--- config.mk ---
export PLATFORM = sky130hd
export DESIGN_NAME = coherence_ctrl
export DESIGN_NICKNAME = d
export VERILOG_FILES = /design/src/rtl/coherence_ctrl.sv
export SDC_FILE = /design/constraint.sdc
export NUM_CORES = 1
export LEC_CHECK = 0
export ABC_AREA = 1
export CORE_AREA = 2 2 143 145
export CTS_BUF_LIST = sky130_fd_sc_hd__clkbuf_2 sky130_fd_sc_hd__clkbuf_4 sky130_fd_sc_hd__clkbuf_8
export CTS_CLUSTER_SIZE = 25
export DETAILED_ROUTE_END_ITERATION = 10
export DIE_AREA = 0 0 145 147
export SLEW_MARGIN = 20
export SYNTH_ARGS = -nofsm -noshare
export SYNTH_HDL_FRONTEND = slang
export SYNTH_SLANG_ARGS = --single-unit
--- constraint.sdc ---
create_clock -name CLK -period 4 [get_ports CLK]
set_input_delay 0.8 -clock CLK [delete_from_list [all_inputs] [get_ports CLK]]
set_output_delay 0.8 -clock CLK [all_outputs]
set_load 0.05 [all_outputs]
--- src/rtl/coherence_ctrl.sv ---
// Coherence controller for two snooping data caches that share one RAM port.
// Serialises write-backs and BusRd/BusRdX, moving two-word blocks cache-to-cache or RAM-to-cache.
module coherence_ctrl (
    input  logic             CLK,
    input  logic             nRST,
    input  logic [1:0]       dREN,
    input  logic [1:0]       dWEN,
    input  logic [1:0][31:0] daddr,
    input  logic [1:0][31:0] dstore,
    input  logic [1:0]       cctrans,
    input  logic [1:0]       ccwrite,
    output logic [1:0]       dwait,
    output logic [1:0][31:0] dload,
    output logic [1:0]       ccwait,
    output logic [1:0]       ccinv,
    output logic [1:0][31:0] ccsnoopaddr,
    output logic             ramREN,
    output logic             ramWEN,
    output logic [31:0]      ramaddr,
    output logic [31:0]      ramstore,
    input  logic [31:0]      ramload,
    input  logic [1:0]       ramstate
);

    localparam int unsigned DW         = 32;
    localparam logic [1:0]  RAM_ACCESS = 2'd2;

    typedef enum logic [3:0] {
        IDLE,
        WB,
        SNOOP1,
        SNOOP2,
        XFER1,
        XFER2,
        RAMRD1,
        RAMRD2,
        DONE
    } state_e;

    state_e          state_q, state_d;
    logic            last_q, last_d;
    logic            r_q, r_d;
    logic            inv_q, inv_d;
    logic [DW-1:0]   addr_q, addr_d;

    logic            snp;
    logic            ram_acc;
    logic [1:0]      wb_req;
    logic [1:0]      co_req;
    logic [1:0]      arb_req;
    logic            win;
    logic [DW-1:0]   word_addr;

    // Round-robin arbitration; write-backs shadow coherence requests entirely
    always_comb begin
        wb_req  = dWEN & ~cctrans;
        co_req  = dREN & cctrans;
        arb_req = (wb_req != 2'b00) ? wb_req : co_req;
        win     = (arb_req == 2'b11) ? ~last_q : arb_req[1];
    end

    always_comb begin
        snp       = ~r_q;
        ram_acc   = (ramstate == RAM_ACCESS);
        word_addr = ((state_q == XFER2) || (state_q == RAMRD2)) ? (addr_q | DW'(4)) : addr_q;
    end

    always_ff @(posedge CLK or negedge nRST) begin
        if (!nRST) begin
            state_q <= IDLE;
            last_q  <= 1'b1;
            r_q     <= 1'b0;
            inv_q   <= 1'b0;
            addr_q  <= '0;
        end else begin
            state_q <= state_d;
            last_q  <= last_d;
            r_q     <= r_d;
            inv_q   <= inv_d;
            addr_q  <= addr_d;
        end
    end

    // Next state and cycle outputs; a word completes only on a RAM ACCESS cycle
    always_comb begin
        state_d     = state_q;
        last_d      = last_q;
        r_d         = r_q;
        inv_d       = inv_q;
        addr_d      = addr_q;
        dwait       = 2'b11;
        dload       = '0;
        ccwait      = 2'b00;
        ccinv       = 2'b00;
        ccsnoopaddr = '0;
        ramREN      = 1'b0;
        ramWEN      = 1'b0;
        ramaddr     = '0;
        ramstore    = '0;

        if ((state_q != IDLE) && (state_q != WB)) begin
            ccwait[snp]      = 1'b1;
            ccsnoopaddr[snp] = addr_q;
        end

        case (state_q)
            IDLE: begin
                if (wb_req != 2'b00) begin
                    r_d     = win;
                    last_d  = win;
                    state_d = WB;
                end else if (co_req != 2'b00) begin
                    r_d     = win;
                    last_d  = win;
                    inv_d   = ccwrite[win];
                    addr_d  = {daddr[win][DW-1:3], 3'b000};
                    state_d = SNOOP1;
                end
            end
            WB: begin
                ramWEN     = 1'b1;
                ramaddr    = daddr[r_q];
                ramstore   = dstore[r_q];
                dwait[r_q] = ~ram_acc;
                if (!dWEN[r_q]) begin
                    state_d = IDLE;
                end
            end
            SNOOP1: begin
                state_d = SNOOP2;
            end
            SNOOP2: begin
                state_d = ccwrite[snp] ? XFER1 : RAMRD1;
            end
            XFER1, XFER2: begin
                ramWEN     = dWEN[snp];
                ramaddr    = word_addr;
                ramstore   = dstore[snp];
                dload[r_q] = dstore[snp];
                if (state_q == XFER2) begin
                    ccinv[snp] = inv_q;
                end
                if (ram_acc && dWEN[snp]) begin
                    dwait   = 2'b00;
                    state_d = (state_q == XFER1) ? XFER2 : DONE;
                end
            end
            RAMRD1, RAMRD2: begin
                ramREN     = 1'b1;
                ramaddr    = word_addr;
                dload[r_q] = ramload;
                if (ram_acc) begin
                    dwait[r_q] = 1'b0;
                    state_d    = (state_q == RAMRD1) ? RAMRD2 : DONE;
                end
            end
            DONE: begin
                state_d = IDLE;
            end
            default: begin
                state_d = IDLE;
            end
        endcase
    end

endmodule

==> flow_summary.json, run 1 <==
{
  "cts.path.max_buffers": 2,
  "ys_seq_elements": 36,
  "cts_tree": "yes",
  "synthArstFlopShare_pct": 100.0,
  "crit_path_start_kind": "register",
  "drt_iter0_markers": 471,
  "clk_pin_slew_worst_paths_ns": 0.08,
  "ys_seq_area_share_pct": 18.45,
  "ant_nets": 0,
  "ir_drop_mv": 0.4122,
  "io_pins": 372,
  "die_width_um": 145,
  "finalHoldViolCount": 0,
  "num_vias": 7285,
  "numCtsBuffers": 5,
  "critical_path_required_ns": 3.20,
  "rrSetupSlack_ns": 1.79,
  "die_area_sq_um": 21320,
  "layout-drive-gt1-share_pct": 11.20,
  "reg2reg_depth": 7,
  "routedWlPerCell_um": 16.48,
  "cp-endpoint": "ccsnoopaddr[29]",
  "area_growth_pct": 99.49,
  "final_nets": 1457,
  "fin_crit_ns": 3.591,
  "syn-mean-instance-area_sq_um": 5.062,
  "cp_max_fo": 29,
  "synthTopCellsByArea": "nand2_1 23%, dfrtp_1 18%, nor2_1 13%",
  "drt_pass1_iterations": 5,
  "layout_commonest_cell": "nand2_1",
  "dpl_cell_area_sq_um": 9662,
  "finalSetupTns_ns": 0,
  "powerDensity_nw_per_um2": 728.1,
  "clock-root-buffer": "clkbuf_8",
  "dr_wl_met3_um": 2033,
  "slew_headroom_pct": 31.33,
  "num-fill-cells": 1981,
  "grt_pass1_wl_um": 39160,
  "numPortBuffers": 365,
  "antenna_found_initial": 0,
  "design_area_sq_um": 9754,
  "yosysTopAreaCell": "nand2_1",
  "cp_slowest_stage_delay_ns": 0.75,
  "netlist_area_sq_um": 4890,
  "rsz0062_at_grt": "false",
  "fmax_mhz": 278.5,
  "yosys_warnings": 0,
  "crit_path_end_kind": "output port",
  "criticalPathCategory": "reg -> out",
  "critical-path-slowest-cell": "inv_1",
  "cap_violations": 0,
  "period_share_pct": 89.77,
  "antenna_cells": 0,
  "htreeDepth": 2,
  "cts_hold_buf": 0,
  "routed-wl-met2_um": 12820,
  "hpwl_um": 19770,
  "die_h_um": 147,
  "mostFrequentLayoutCells": "296 x nand2_1, 262 x clkdlybuf4s50_1, 171 x nor2_1",
  "final_util_pct": 49.16,
  "core_sq_um": 19840,
  "start_util_pct": 24.64,
  "gr-total-overflow": 0,
  "globalplace.congestion": 0.8854,
  "worst-endpoint-arrival_ns": 2.79,
  "status": "complete, no violations",
  "worst_slack_ns": 0.4091,
  "dp_slack_ns": 0.6004,
  "synth_cells": 966,
  "cts_sinks": 36,
  "grt_usage_pct": 23.07,
  "wl_met1_um": 10240,
  "synth.distinct_cells": 25,
  "highest_layer": "met4",
  "cts_resized": 0,
  "rows": 52,
  "synth_flop_cell": "dfrtp_1",
  "cp-startpoint": "state_q[3]",
  "max_slew.worst_pin.slew_ns": 1.029,
  "grt_pass1_vias": 6982,
  "wl_um": 25650,
  "register_area_sq_um": 903.4,
  "clk_latency_ns": 0.30,
  "setup-violations-final": 0,
  "synth_edf_count": 0,
  "slew_violations": 0,
  "grt_max_degree": 74,
  "reg2reg_from": "state_q[1]",
  "worstPathCellList": "inv_1 -> nand2_2 -> nor2_1 -> nor2_2 -> inv_1 -> nor2_1 -> clkdlybuf4s50_1",
  "postCtsSetupRepairBufs": 0,
  "p_leak_nw": 4.553,
  "drc": 0,
  "reg2reg_to": "addr_q[24]",
  "multi_input_area_sq_um": 3172,
  "synth_top_area_share_pct": 22.72,
  "final.setup_skew_ns": 0.01079,
  "avgViaCountPerCell": 4.682,
  "hold_path_class": "reg -> reg"
}
cell families (layout without fill, tap and decap cells):
kind of cell | after synthesis | in the layout | share of synthesized area [%]
flip-flops | 36 | 36 | 18.45
AO/OA/AOI/OAI | 165 | 165 | 18.12
other | 1 | 6 | 0.07669
buffers and inverters | 199 | 514 | 17.17
AND/OR/NAND/NOR | 565 | 565 | 46.19
worst max-delay path, delay by kind of cell (launching register included):
family,cells,cell delay [ns]
buffers and inverters,3,1.60
flip-flops,1,0.39
AND/OR/NAND/NOR,4,0.48
where the power goes:
part / internal [mW] / leakage [nW] / total [mW] / switching [mW]
Clock: 0.138 / 0.0510 / 0.279 / 0.142
Sequential: 0.531 / 0.449 / 0.636 / 0.105
Combinational: 2.17 / 4.05 / 6.19 / 4.02
cell type report:
class | count | share of cell area, %
clock buffers | 6 | 0.8466
clock inverters | 2 | 0.1026
inverters | 125 | 4.836
multi-input cells | 736 | 32.52
flip-flops and latches | 36 | 9.261
well taps | 270 | 3.463
repair buffers | 381 | 48.97
metal layers:
layer  vias up  GRT usage, %
met5         -             0
met4         0         6.337
met3        28         5.311
met2       313         41.57
met1      3294         27.55
li1       3650             -
state kept, by name, indices dropped and copies added, names as in the netlist:
signal / cells
inv_q: 1
state_q: 4
addr_q: 29
r_q: 1
last_q: 1
how the worst min path moves through the flow:
stage	slack [ns]	from	depth (start not counted)	end
final	0.48	addr_q[20]	2	addr_q[20]
after floorplan	0.45	addr_q[10]	2	addr_q[10]
after detailed placement	0.46	addr_q[20]	2	addr_q[20]
after global placement	0.46	addr_q[3]	2	addr_q[3]
after global routing	0.50	inv_q	2	inv_q
after CTS	0.49	addr_q[20]	2	addr_q[20]
synth_stat cells, types with 2 or more instances:
| library cell | instances |
|---|---|
| nor3_1 | 3 |
| inv_1 | 118 |
| clkbuf_1 | 31 |
| nor2_1 | 171 |
| o21ai_0 | 71 |
| nand3_1 | 86 |
| inv_2 | 6 |
| buf_2 | 29 |
| dfrtp_1 | 35 |
| buf_6 | 2 |
| o21ai_1 | 48 |
| a21oi_1 | 3 |
| nor2_2 | 5 |
| buf_4 | 11 |
| nand4_1 | 2 |
| o22ai_1 | 41 |
| nand2_1 | 296 |
stage by stage:
stage,power [mW],hold slack (ns),cells
final,7.102,0.4842,1556
after global routing,7.527,0.5031,1556
after CTS,7.163,0.4856,1556
after detailed placement,6.852,0.4649,1548
after global placement,6.834,0.4636,1548
after floorplan,4.342,0.4491,971
No activity file was read; power rests on OpenSTA's default activity.
==> inputs of run 2 (changes only) <==
--- a/config.mk
+++ b/config.mk
@@ -6,6 +6,7 @@
 export NUM_CORES = 1
 export LEC_CHECK = 0
 export ABC_AREA = 1
+export CAP_MARGIN = 20
 export CORE_AREA = 2 2 143 145
 export CTS_BUF_LIST = sky130_fd_sc_hd__clkbuf_2 sky130_fd_sc_hd__clkbuf_4 sky130_fd_sc_hd__clkbuf_8
 export CTS_CLUSTER_SIZE = 25
==> results of run 2 <==
No change in the layout: final DEF, timing and power equal those of run 1.
==> RTL change 1, RTL diff (flow settings as in run 1) <==
Re-encode `state_e` (9 states) as Gray code, 4 bits wide.
--- a/src/rtl/coherence_ctrl.sv
+++ b/src/rtl/coherence_ctrl.sv
@@ -27,13 +27,13 @@
 
     typedef enum logic [3:0] {
-        IDLE,
-        WB,
-        SNOOP1,
-        SNOOP2,
-        XFER1,
-        XFER2,
-        RAMRD1,
-        RAMRD2,
-        DONE
+        IDLE   = 4'b0000,
+        WB     = 4'b0001,
+        SNOOP1 = 4'b0011,
+        SNOOP2 = 4'b0010,
+        XFER1  = 4'b0110,
+        XFER2  = 4'b0111,
+        RAMRD1 = 4'b0101,
+        RAMRD2 = 4'b0100,
+        DONE   = 4'b1100
     } state_e;
 
Function: no difference found for any inputs over 4 cycles, from zero or initial values and one cycle with nRST low; so few cycles prove little.
==> RTL change 1 against run 1 <==
- die area stayed put
- total power increased by 22%
- clock power increased by 20%
- cell area decreased by 4.6%
- wire length is 3.8% lower
- via count fell by 6.9%
- sequential power increased by 7.5%
- area after synthesis decreased by 3.1%
- worst setup slack improved by 0.33 ns
- global-route usage is 0.91 points lower
- hold slack got worse by 0.0038 ns
- sequential cell count is the same
- register-to-register slack improved by 0.14 ns
- core utilization is 2.3 points lower
- critical endpoint is now ccsnoopaddr[59]
- largest power group unchanged
==> RTL change 1: results (changes against run 1) <==
| Metric | Value |
|---|---|
| Met2 Use GR | 38.7% (-2.8 points) |
| Combinational power | 7620 µW (+23%) |
| R2R Path End | state_q[3] |
| Number of global-route vias before repair | 6508 (-6.8%) |
| Area of placed instances | 9190 µm² (-4.9%) |
| Setup Skew | 0.0151 ns (+0.00431 ns) |
| Final hold slack | 0.480 ns (-0.00383 ns) |
| R2R Path Start | r_q |
| Crit path to | ccsnoopaddr[59] |
| Area contributors post-synth | dfrtp_1, nand2_1, nor2_1 |
| Sequential area share after synthesis | 19.0% (+0.60 points) |
| P_sw | 5290 µW (+24%) |
| Drt total wl | 24700 µm (-3.8%) |
| Ratio of cells with drive above 1 in the final layout | 18.0% (+6.8 points) |
| Post-DR vias/cell | 4.69 (+0.14%) |
| Status | finished clean |
| Antenna cell count | 2 (+2) |
| R2r setup slk | 1.93 ns (+0.14 ns) |
| Signal buffers share of area | 48.2% (-0.78 points) |
| First-pass GRT wire length | 37100 µm (-5.3%) |
| Post-DP HPWL | 18600 µm (-5.7%) |
| Clk tree area frac | 1.20% (+0.25 points) |
| VDD IR-drop max | 457 µV (+11%) |
| Post-synthesis cell area | 4740 µm² (-3.1%) |
| Non-Clock Buffer Count | 379 (-0.52%) |
| Fillcell total | 2031 (+2.5%) |
| Footprint of the multi-input gates | 3050 µm² (-3.9%) |
| Pin count of the biggest net entering global routing | 66 (-11%) |
| Fin area | 9310 µm² (-4.6%) |
| Hold Crit Depth | 1 (-1) |
| Worst-path fanout max | 35 (+21%) |
| Inverters, non-clock | 110 (-12%) |
==> RTL change 1: cell types whose count changed after synthesis, sizes merged, moves of 11 or more <==
cell    delta
clkbuf    -11
inv       -14
mux2i     +32
nand2    -106
nand3     -18
o21ai     -21
o22ai     +20
==> RTL change 1: kinds of logic (layout without fill, tap and decap cells) <==
logic type / Yosys count / count (layout) / share of synthesized area [%]
AO/OA/AOI/OAI: 166 / 166 / 19.3
multiplexers: 32 / 32 / 6.76
flip-flops: 36 / 36 / 19.0
AND/OR/NAND/NOR: 438 / 438 / 37.7
buffers and inverters: 180 / 497 / 17.1
other: 1 / 8 / 0.0792
==> RTL change 1: worst max-delay path, cell delays in order, from the launching register on <==
cell             delay [ns]
dfrtp_4                0.67
nor2_2                 0.21
inv_2                  0.25
nor2_1                 0.17
clkdlybuf4s50_1        0.86
==> RTL change 1: metal layers <==
metal / part of all wire (%) / vias up
li1: - / 3375
met1: 39 / 3075
met2: 49 / 297
met3: 9.2 / 37
met4: 2.9 / 0
met5: 0 / -
==> RTL change 2, RTL diff (flow settings as in run 1) <==
Without the edit above. `addr_q` no longer has a reset.
--- a/src/rtl/coherence_ctrl.sv
+++ b/src/rtl/coherence_ctrl.sv
@@ -72,5 +72,4 @@
             r_q     <= 1'b0;
             inv_q   <= 1'b0;
-            addr_q  <= '0;
         end else begin
             state_q <= state_d;
@@ -78,6 +77,9 @@
             r_q     <= r_d;
             inv_q   <= inv_d;
-            addr_q  <= addr_d;
         end
+    end
+
+    always_ff @(posedge CLK) begin
+        addr_q <= addr_d;
     end
 
Formal check against the unedited RTL: same outputs for any inputs over 4 cycles, from zero or initial values and one cycle with nRST low; that may be too few to reach the edited logic, so the function may still have changed.
==> RTL change 2 against run 1 <==
- cell area decreased by 3.1%
- die area is the same
- sequential cell count did not move
- area after synthesis down 7.2%
- global-route usage down 2.6 points
- wire length fell by 8.5%
- total power fell by 4.5%
- synthesized cell count is 13% lower
- worst setup slack gained 0.25 ns
- critical path type unchanged
- largest cell class unchanged
- highest routed layer unchanged
==> RTL change 2: results (changes against run 1) <==
| Metric | Value |
|---|---|
| Status | finished clean |
| Top Metal Used | met4 |
| Post-DR vias/cell | 4.64 (-0.87%) |
| Antenna violations before repair | 0 (unchanged) |
| IO Port Bufs | 365 (unchanged) |
| First-pass GRT wire length | 34700 µm (-11%) |
| Post-DP HPWL | 18300 µm (-7.4%) |
| Drt total wl | 23500 µm (-8.5%) |
| Sequential area share after synthesis | 23.1% (+4.6 points) |
| Post-cts repair resize count | 0 (unchanged) |
| Hold crit path type | flip-flop to flip-flop |
| Wire length on met3 | 1510 µm (-26%) |
| CTS max path bufs | 2 (unchanged) |
| Ratio of cells with drive above 1 in the final layout | 12.6% (+1.4 points) |
| Normalized max-slew margin | 31.8% (+0.46 points) |
| DRT Pass-1 Iters | 5 (unchanged) |
| Initial drt markers | 352 (-25%) |
| Area contributors post-synth | nand2_1, edfxtp_1, nor2_1 |
| Netlist cell types | 26 (+4.0%) |
| Placer Congestion | 0.873 (-1.4%) |
| Largest registers | addr_q: 29 flops, state_q: 4 flops |
| WP data arrival | 2.54 ns (-0.25 ns) |
| Yosys warns | 0 (unchanged) |
| Overall routing resource usage | 20.4% (-2.6 points) |
| Worst-path fanout max | 72 (+150%) |
| Clk slew on worst S/H paths | 0.08 ns (about the same) |
| Switching Share | 59.3% (-0.73 points) |
| Total leakage power | 0.00412 µW (-9.5%) |
| Top cells by count, synth | nand2_1, nor2_1, o21ai_0, inv_1, o22ai_1 |
| CP delay by family, top | buffers and inverters |
| Fillcell total | 1996 (+0.76%) |
| Slowest cell delay on critical path | 0.57 ns (-0.18 ns) |
| Ys flop type | edfxtp_1 |
| Antenna cell count | 0 (unchanged) |
| Nets@finish | 1339 (-8.1%) |
| Cts bufs inserted | 5 (unchanged) |
| Clock latency on the worst-skew pair | 0.30 ns (about the same) |
| Met2 wire len | 12300 µm (-4.3%) |
| CP max stage cell | buf_4 |
| Number of flops mapped to enable cells by yosys | 29 (+29) |
| Number of global-route vias before repair | 5941 (-15%) |
| Post-CTS Setup Repair Bufs | 0 (unchanged) |
| Root buf cell | clkbuf_8 |
| Pin count of the biggest net entering global routing | 73 (-1.4%) |
| VDD IR-drop max | 389 µV (-5.6%) |
| Synth async-reset ratio | 19.4% (-81 points) |
| H-tree depth | 2 (unchanged) |
| Setup Skew | 0.0125 ns (+0.00167 ns) |
| WL met1 | 9490 µm (-7.2%) |
[RTL change 2: changes by cell type after synthesis, moves of 2 or more]
cell	delta
buf_4	-2
clkbuf_1	-8
dfrtp_1	-29
edfxtp_1	+29
inv_1	-28
nand2_1	-59
nand3_1	-58
nor2_2	-2
nor2_4	+3
o21ai_0	+46
o21ai_1	-16
[RTL change 2: worst register-to-register path, stage by stage (launching register included)]
cell and delay, ns:
dfstp_2 0.53, inv_1 0.05, o21bai_1 0.21, nand2_2 0.60, nand2_1 0.27, o21ai_0 0.11
[RTL change 2: final cells by class]
class                           instances  area share [%]
Tap cell                              270            3.57
Clock inverter                          3           0.450
Multi-Input combinational cell        649            29.9
Sequential cell                        36            11.1
Clock buffer                            5           0.728
Inverter                               96            3.84
Timing Repair Buffer                  379            50.4
[RTL change 2: stage by stage]
stage	cell area, µm²	hold WS [ns]	setup slack (ns)	instances	total power (µW)
final	9450	0.527	0.656	1438	6780
after global placement	9340	0.509	0.788	1430	6440
after detailed placement	9340	0.519	0.781	1430	6470
after floorplan	4560	0.470	0.911	846	4060
after global routing	9450	0.550	0.510	1438	7120
after CTS	9450	0.531	0.634	1438	6820
[RTL change 2: power groups by stage]
stage | clock [µW] | sequential, µW | combinational [µW]
2_1_floorplan | 0 | 528 | 3530
3_3_place_gp | 0 | 542 | 5900
3_5_place_dp | 0 | 543 | 5930
4_1_cts | 348 | 535 | 5940
5_1_grt | 359 | 542 | 6210
6_report | 338 | 535 | 5910
[RTL change 2: kinds of logic after synthesis]
family / count (synthesis) / share of synthesized area, %
buffers and inverters: 161 / 15.4
AO/OA/AOI/OAI: 195 / 22.7
flip-flops: 36 / 23.1
AND/OR/NAND/NOR: 448 / 38.7
other: 1 / 0.0826
[RTL change 2: worst paths after layout]
check / from / slack, ns / depth (start not counted) / to
worst max-delay path: r_q / 0.66 / 5 / dload[35]
worst min-delay path: last_q / 0.53 / 2 / last_q
worst max register to register: last_q / 1.95 / 5 / addr_q[18]
worst min register to register: last_q / 0.53 / 2 / last_q
max in group asynchronous: nRST / 2.89 / 1 / last_q
min in group asynchronous: nRST / 0.79 / 1 / state_q[0]
[RTL change 2: layer usage]
layer | vias to the layer above | track usage (%)
met3 | 15 | 3.94
met4 | 0 | 2.62
met5 | - | 0
li1 | 3337 | -
met1 | 3064 | 25.4
met2 | 258 | 37.6
